$ cat src/rtl/pinky_fetch_queue.sv
// Instruction prefetch queue with CC-based squashing, SYS stop and redirect flush.
// Optional squash counter output enabled by defining PINKY_FETCH_SQUASH_CNT_EN.
module pinky_fetch_queue #(
  parameter int WIDTH  = 16,
  parameter int ADDR_W = 16,
  parameter int DEPTH  = 4
) (
  input  logic                       clk,
  input  logic                       reset,
  output logic [ADDR_W-1:0]          imem_addr,
  input  logic [WIDTH-1:0]           imem_data,
  input  logic                       z_flag,
  input  logic                       redirect,
  input  logic [ADDR_W-1:0]          redirect_pc,
  output logic                       out_valid,
  input  logic                       out_ready,
  output logic [WIDTH-1:0]           out_ir,
  output logic [ADDR_W-1:0]          out_pc,
  output logic                       halt,
  output logic [$clog2(DEPTH):0]     count
`ifdef PINKY_FETCH_SQUASH_CNT_EN
  ,
  output logic [15:0]                squash_cnt
`endif
);

  localparam int PTR_W = $clog2(DEPTH);
  localparam int CNT_W = PTR_W + 1;
  localparam logic [4:0] OP_SYS = 5'b10011;
  localparam logic [WIDTH-1:0] NOP_WORD = {5'b10100, {(WIDTH-5){1'b0}}};
  localparam logic [CNT_W-1:0] FULL_CNT = CNT_W'(DEPTH);

  typedef enum logic {RUN, STOPPED} state_t;

  state_t            state, state_next;
  logic [ADDR_W-1:0] pc;
  logic [PTR_W-1:0]  wr_ptr, rd_ptr;
  logic [WIDTH-1:0]  ir_mem [DEPTH];
  logic [ADDR_W-1:0] pc_mem [DEPTH];

  logic [4:0]        fetch_op;
  logic [1:0]        fetch_cc;
  logic              squash;
  logic [WIDTH-1:0]  ir_next;
  logic              enq, deq;

  assign fetch_op = imem_data[WIDTH-1:WIDTH-5];
  assign fetch_cc = imem_data[WIDTH-6:WIDTH-7];
  assign squash   = ((fetch_cc == 2'd2) && z_flag) || ((fetch_cc == 2'd3) && !z_flag);
  assign ir_next  = squash ? NOP_WORD : imem_data;

  assign enq       = (state == RUN) && (count < FULL_CNT) && !redirect;
  assign out_valid = (count != '0) && !redirect;
  assign deq       = out_valid && out_ready;

  assign imem_addr = pc;
  assign out_ir    = ir_mem[rd_ptr];
  assign out_pc    = pc_mem[rd_ptr];

  always_ff @(posedge clk or posedge reset) begin
    if (reset) state <= RUN;
    else       state <= state_next;
  end

  // Only an unsquashed SYS stops fetch; a redirect always restarts it.
  always_comb begin
    state_next = state;
    if (redirect)
      state_next = RUN;
    else if (enq && !squash && (fetch_op == OP_SYS))
      state_next = STOPPED;
  end

  always_ff @(posedge clk or posedge reset) begin
    if (reset)         pc <= '0;
    else if (redirect) pc <= redirect_pc;
    else if (enq)      pc <= pc + ADDR_W'(1);
  end

  always_ff @(posedge clk) begin
    if (enq) begin
      ir_mem[wr_ptr] <= ir_next;
      pc_mem[wr_ptr] <= pc;
    end
  end

  always_ff @(posedge clk or posedge reset) begin
    if (reset) begin
      wr_ptr <= '0;
      rd_ptr <= '0;
      count  <= '0;
    end else if (redirect) begin
      wr_ptr <= '0;
      rd_ptr <= '0;
      count  <= '0;
    end else begin
      if (enq) wr_ptr <= wr_ptr + PTR_W'(1);
      if (deq) rd_ptr <= rd_ptr + PTR_W'(1);
      if (enq && !deq)      count <= count + CNT_W'(1);
      else if (!enq && deq) count <= count - CNT_W'(1);
    end
  end

  // Halt is sticky: once a SYS leaves the queue only reset clears it.
  always_ff @(posedge clk or posedge reset) begin
    if (reset)
      halt <= 1'b0;
    else if (deq && (out_ir[WIDTH-1:WIDTH-5] == OP_SYS))
      halt <= 1'b1;
  end

`ifdef PINKY_FETCH_SQUASH_CNT_EN
  always_ff @(posedge clk or posedge reset) begin
    if (reset)
      squash_cnt <= '0;
    else if (enq && squash && (squash_cnt != 16'hFFFF))
      squash_cnt <= squash_cnt + 16'd1;
  end
`endif

endmodule

$ cat config.mk
export PLATFORM = sky130hd
export DESIGN_NAME = pinky_fetch_queue
export DESIGN_NICKNAME = d
export VERILOG_FILES = /design/src/rtl/pinky_fetch_queue.sv
export SDC_FILE = /design/constraint.sdc
export NUM_CORES = 1
export LEC_CHECK = 0
export CORE_ASPECT_RATIO = 1.25
export CORE_MARGIN = 2
export CORE_UTILIZATION = 54
export CTS_CLUSTER_SIZE = 12
export DETAILED_ROUTE_END_ITERATION = 6
export GPL_TIMING_DRIVEN = 0
export MAX_ROUTING_LAYER = met4
export PLACE_DENSITY = 0.79
export SLEW_MARGIN = 5
export SYNTH_ARGS = -nofsm -noshare
export SYNTH_HDL_FRONTEND = slang
export SYNTH_SLANG_ARGS = --single-unit
$ cat constraint.sdc
create_clock -name clk -period 2.33 [get_ports clk]
set_input_delay 0.233 -clock clk [delete_from_list [all_inputs] [get_ports clk]]
set_output_delay 0.233 -clock clk [all_outputs]
set_load 0.01 [all_outputs]
==> results.sh <==
export IMPL_critical_path_reg2reg_startpoint="imem_addr[0]$_DFFE_PP0P_"
export IMPL_p_per_area_nw_per_um2=1150
export IMPL_synthMostInstantiatedCell="edfxtp_1"
export IMPL_global_route_usage_total_pct=24.1
export IMPL_grt_pass1_vias=3699
export IMPL_route_final_wire_length_um=13600
export IMPL_numCtsBuffers=17
export IMPL_grt_start_max_net_pins=28
export IMPL_wl_met2_um=7140
export IMPL_root_buffer="clkbuf_16"
export IMPL_leakage_uw=0.00279
export IMPL_cts_hold_fix_buffers=0
export IMPL_routabilityCongestion=0.820
export IMPL_std_cell_rows=43
export IMPL_numPortBuffers=89
export IMPL_num_nets_final=503
export IMPL_setup_total_negative_slack_ps=0
export IMPL_async_reset_ff_share_pct=16.3
export IMPL_core_ar_sq_um=11100
export IMPL_wl_met3_um=901
export IMPL_die_height_um=123
export IMPL_place_detailed_hpwl_um=8360
export IMPL_synthTopCellsByCount="edfxtp_1, mux4_2, dfrtp_1, nand2_1, and2_1"
export IMPL_drtPass1Iterations=5
export IMPL_worst_skew_pair_late_latency_ps=420
export IMPL_detail_route_drc_violations=0
export IMPL_crit_path_end_kind="output port"
export IMPL_synth_largest_area_cell="edfxtp_1"
export IMPL_synth_ff_type="edfxtp_1"
export IMPL_critical_path_arrival_ps=2030
export IMPL_synth_fp_nets=387
export IMPL_clk_transition_reported_paths_ps=60
export IMPL_fraction_of_layout_instances_using_a_drive_strength_above_1_pct=17.2
export IMPL_ir_worst_vdd_v=0.000652
export IMPL_syn_instance_count=344
export IMPL_period_share_pct=97.3
export IMPL_synth_enable_flop_cells=128
export IMPL_synth_area_top_cells="edfxtp_1, mux4_2, dfrtp_1, and2_1, xor2_1"
export IMPL_grt_remaining_overflow=0
export IMPL_final_max_slew_violation_count=0
export IMPL_drtIter0Drc=378
export IMPL_initial_utilization_pct=55.6
export IMPL_worst_slew_pin_transition_ps=1010
export IMPL_sequential_area_share_after_synthesis_pct=72.6
export IMPL_tritoncts="yes"
export IMPL_post_drt_wl_per_cell_um=22.4
export IMPL_design_die_area_sq_um=12300
export IMPL_worst_setup_path_type="reg2out"
export IMPL_r2r_setup_slack_ps=150
export IMPL_postSynthAreaPerCell_sq_um=17.9
export IMPL_syn2layout_area_growth_pct=29.6
export IMPL_hp_class="in2async"
export IMPL_via_per_inst=5.91
export IMPL_timing_critical_path_required_ps=2100
export IMPL_hold_viol=0
export IMPL_detail_route_wirelength_met1_um=5290
export IMPL_grt_antenna_before_repair=2
export IMPL_run_status="finished, final reports clean"
export IMPL_clockBufferDepth=2
export IMPL_top_layer_used="met4"
export IMPL_antenna_left=0
export IMPL_synth_cell_types=38
export IMPL_die_w_um=99.5
export IMPL_route_vias_total=3597
export IMPL_period_minus_slack_ps=2270
export IMPL_slew_limit_headroom_pct=32.5
export IMPL_synth_ff_latch_count=153
export IMPL_clock_sinks=153
export IMPL_maxCapViolations=0
export IMPL_nFillCells=700
export IMPL_grt_pass1_wl_um=20600
export IMPL_cts_htree_levels=4
export IMPL_crit_path_max_fanout=8
export IMPL_final_setup_viol_count=0
export IMPL_mappedNetlistArea_sq_um=6160
export IMPL_crit_start="rd_ptr[0]$_DFFE_PP0P_"
export IMPL_design_portCount=90
export IMPL_fin_worst_skew_ps=5.93
export IMPL_yosys_warnings=0
export IMPL_synth_top_cell_area_share_pct=62.4
export IMPL_hold_worst_slack_ps=357
export IMPL_crit_path_start_kind="register"
export IMPL_achievable_frequency_ghz=0.441
-- power by group --
group	internal [uW]	switching, uW	total (uW)
sequential	3560	283	3850
clock	1550	1010	2560
combinational	1460	1280	2750
-- layer usage --
metal | GRT usage (%) | vias up
met4 | 9.42 | 0
met2 | 39.1 | 169
met1 | 29.5 | 1827
li1 | - | 1575
met5 | - | -
met3 | 6.05 | 26
-- what timing repair did --
| item | 4_1_cts | 5_1_grt |
|---|---|---|
| resized for setup | 56 | 5 |
| setup endpoints to repair | 28 | 10 |
| setup buffers | 0 | 4 |
| gates cloned | 0 | 1 |
-- cell type report --
| class | instances | area (sq um) | share of cell area, % |
|---|---|---|---|
| Antenna cell | 2 | 5.00 | 0.0627 |
| Buffer | 14 | 153 | 1.91 |
| Clock buffer | 21 | 440 | 5.52 |
| Clock inverter | 10 | 104 | 1.30 |
| Inverter | 7 | 26.3 | 0.329 |
| Multi-Input combinational cell | 169 | 1600 | 20.0 |
| Sequential cell | 153 | 4470 | 56.0 |
| Tap cell | 135 | 169 | 2.12 |
| Timing Repair Buffer | 98 | 1010 | 12.7 |
-- worst max-delay path, cell delays in order, from the launching register on --
cell	delay (ps)
dfrtp_1	370
buf_8	160
buf_12	160
clkbuf_16	150
mux4_2	470
dlygate4sd2_1	290
-- final timing paths --
path                                              to  depth (start not counted)
max                                        out_ir[8]                          5
max in group asynchronous      rd_ptr[1]$_DFFE_PP0P_                          2
max reg2reg                imem_addr[14]$_DFFE_PP0P_                          6
min in group clk            imem_addr[0]$_DFFE_PP0P_                          3
min                         imem_addr[8]$_DFFE_PP0P_                          2
min reg2reg                         halt$_DFFE_PP0P_                          1
-- per-stage QoR --
stage	power (uW)	utilization [%]	worst slack, ps	cells	area [sq um]
after floorplan	5250	-	234	344	6160
after global placement	6430	65.1	-870	568	7220
after detailed placement	6560	65.9	-446	572	7300
after CTS	9070	71.3	-31.8	603	7900
after global routing	9520	72.0	-1.88	609	7980
final	9160	72.0	62.7	609	7980
-- cell usage in the layout, fill, tap and decap left out, types with 5 or more instances in the layout --
cell type / instances
clkbuf_16: 18
dfrtp_1: 24
xnor2_1: 7
edfxtp_1: 128
mux4_2: 32
clkdlybuf4s50_1: 62
buf_12: 8
nand3_1: 7
inv_1: 7
o21ai_0: 14
nand2_1: 23
dlygate4sd2_1: 22
clkbuf_1: 8
nand4_1: 5
ha_1: 5
and2_1: 15
xor2_1: 10
nor2_1: 13
nor3_1: 5
-- logic make-up (layout without fill, tap and decap cells) --
logic type	count (synthesis)	count (layout)	synth area share, %
flip-flops	153	153	72.6
AND/OR/NAND/NOR	86	86	7.62
multiplexers	33	33	11.9
AO/OA/AOI/OAI	27	27	2.64
buffers and inverters	22	150	1.54
XOR/XNOR	17	17	2.42
adder cells (fa/ha/maj)	6	6	1.34
other	0	2	0
-- flip-flops by register name, indices dropped and copies added, names as in the netlist --
register	count
imem_addr	16
count	3
halt	1
ir_mem	64
pc_mem	64
rd_ptr	2
state	1
wr_ptr	2
Note: power is estimated with default switching activity, not from simulation.
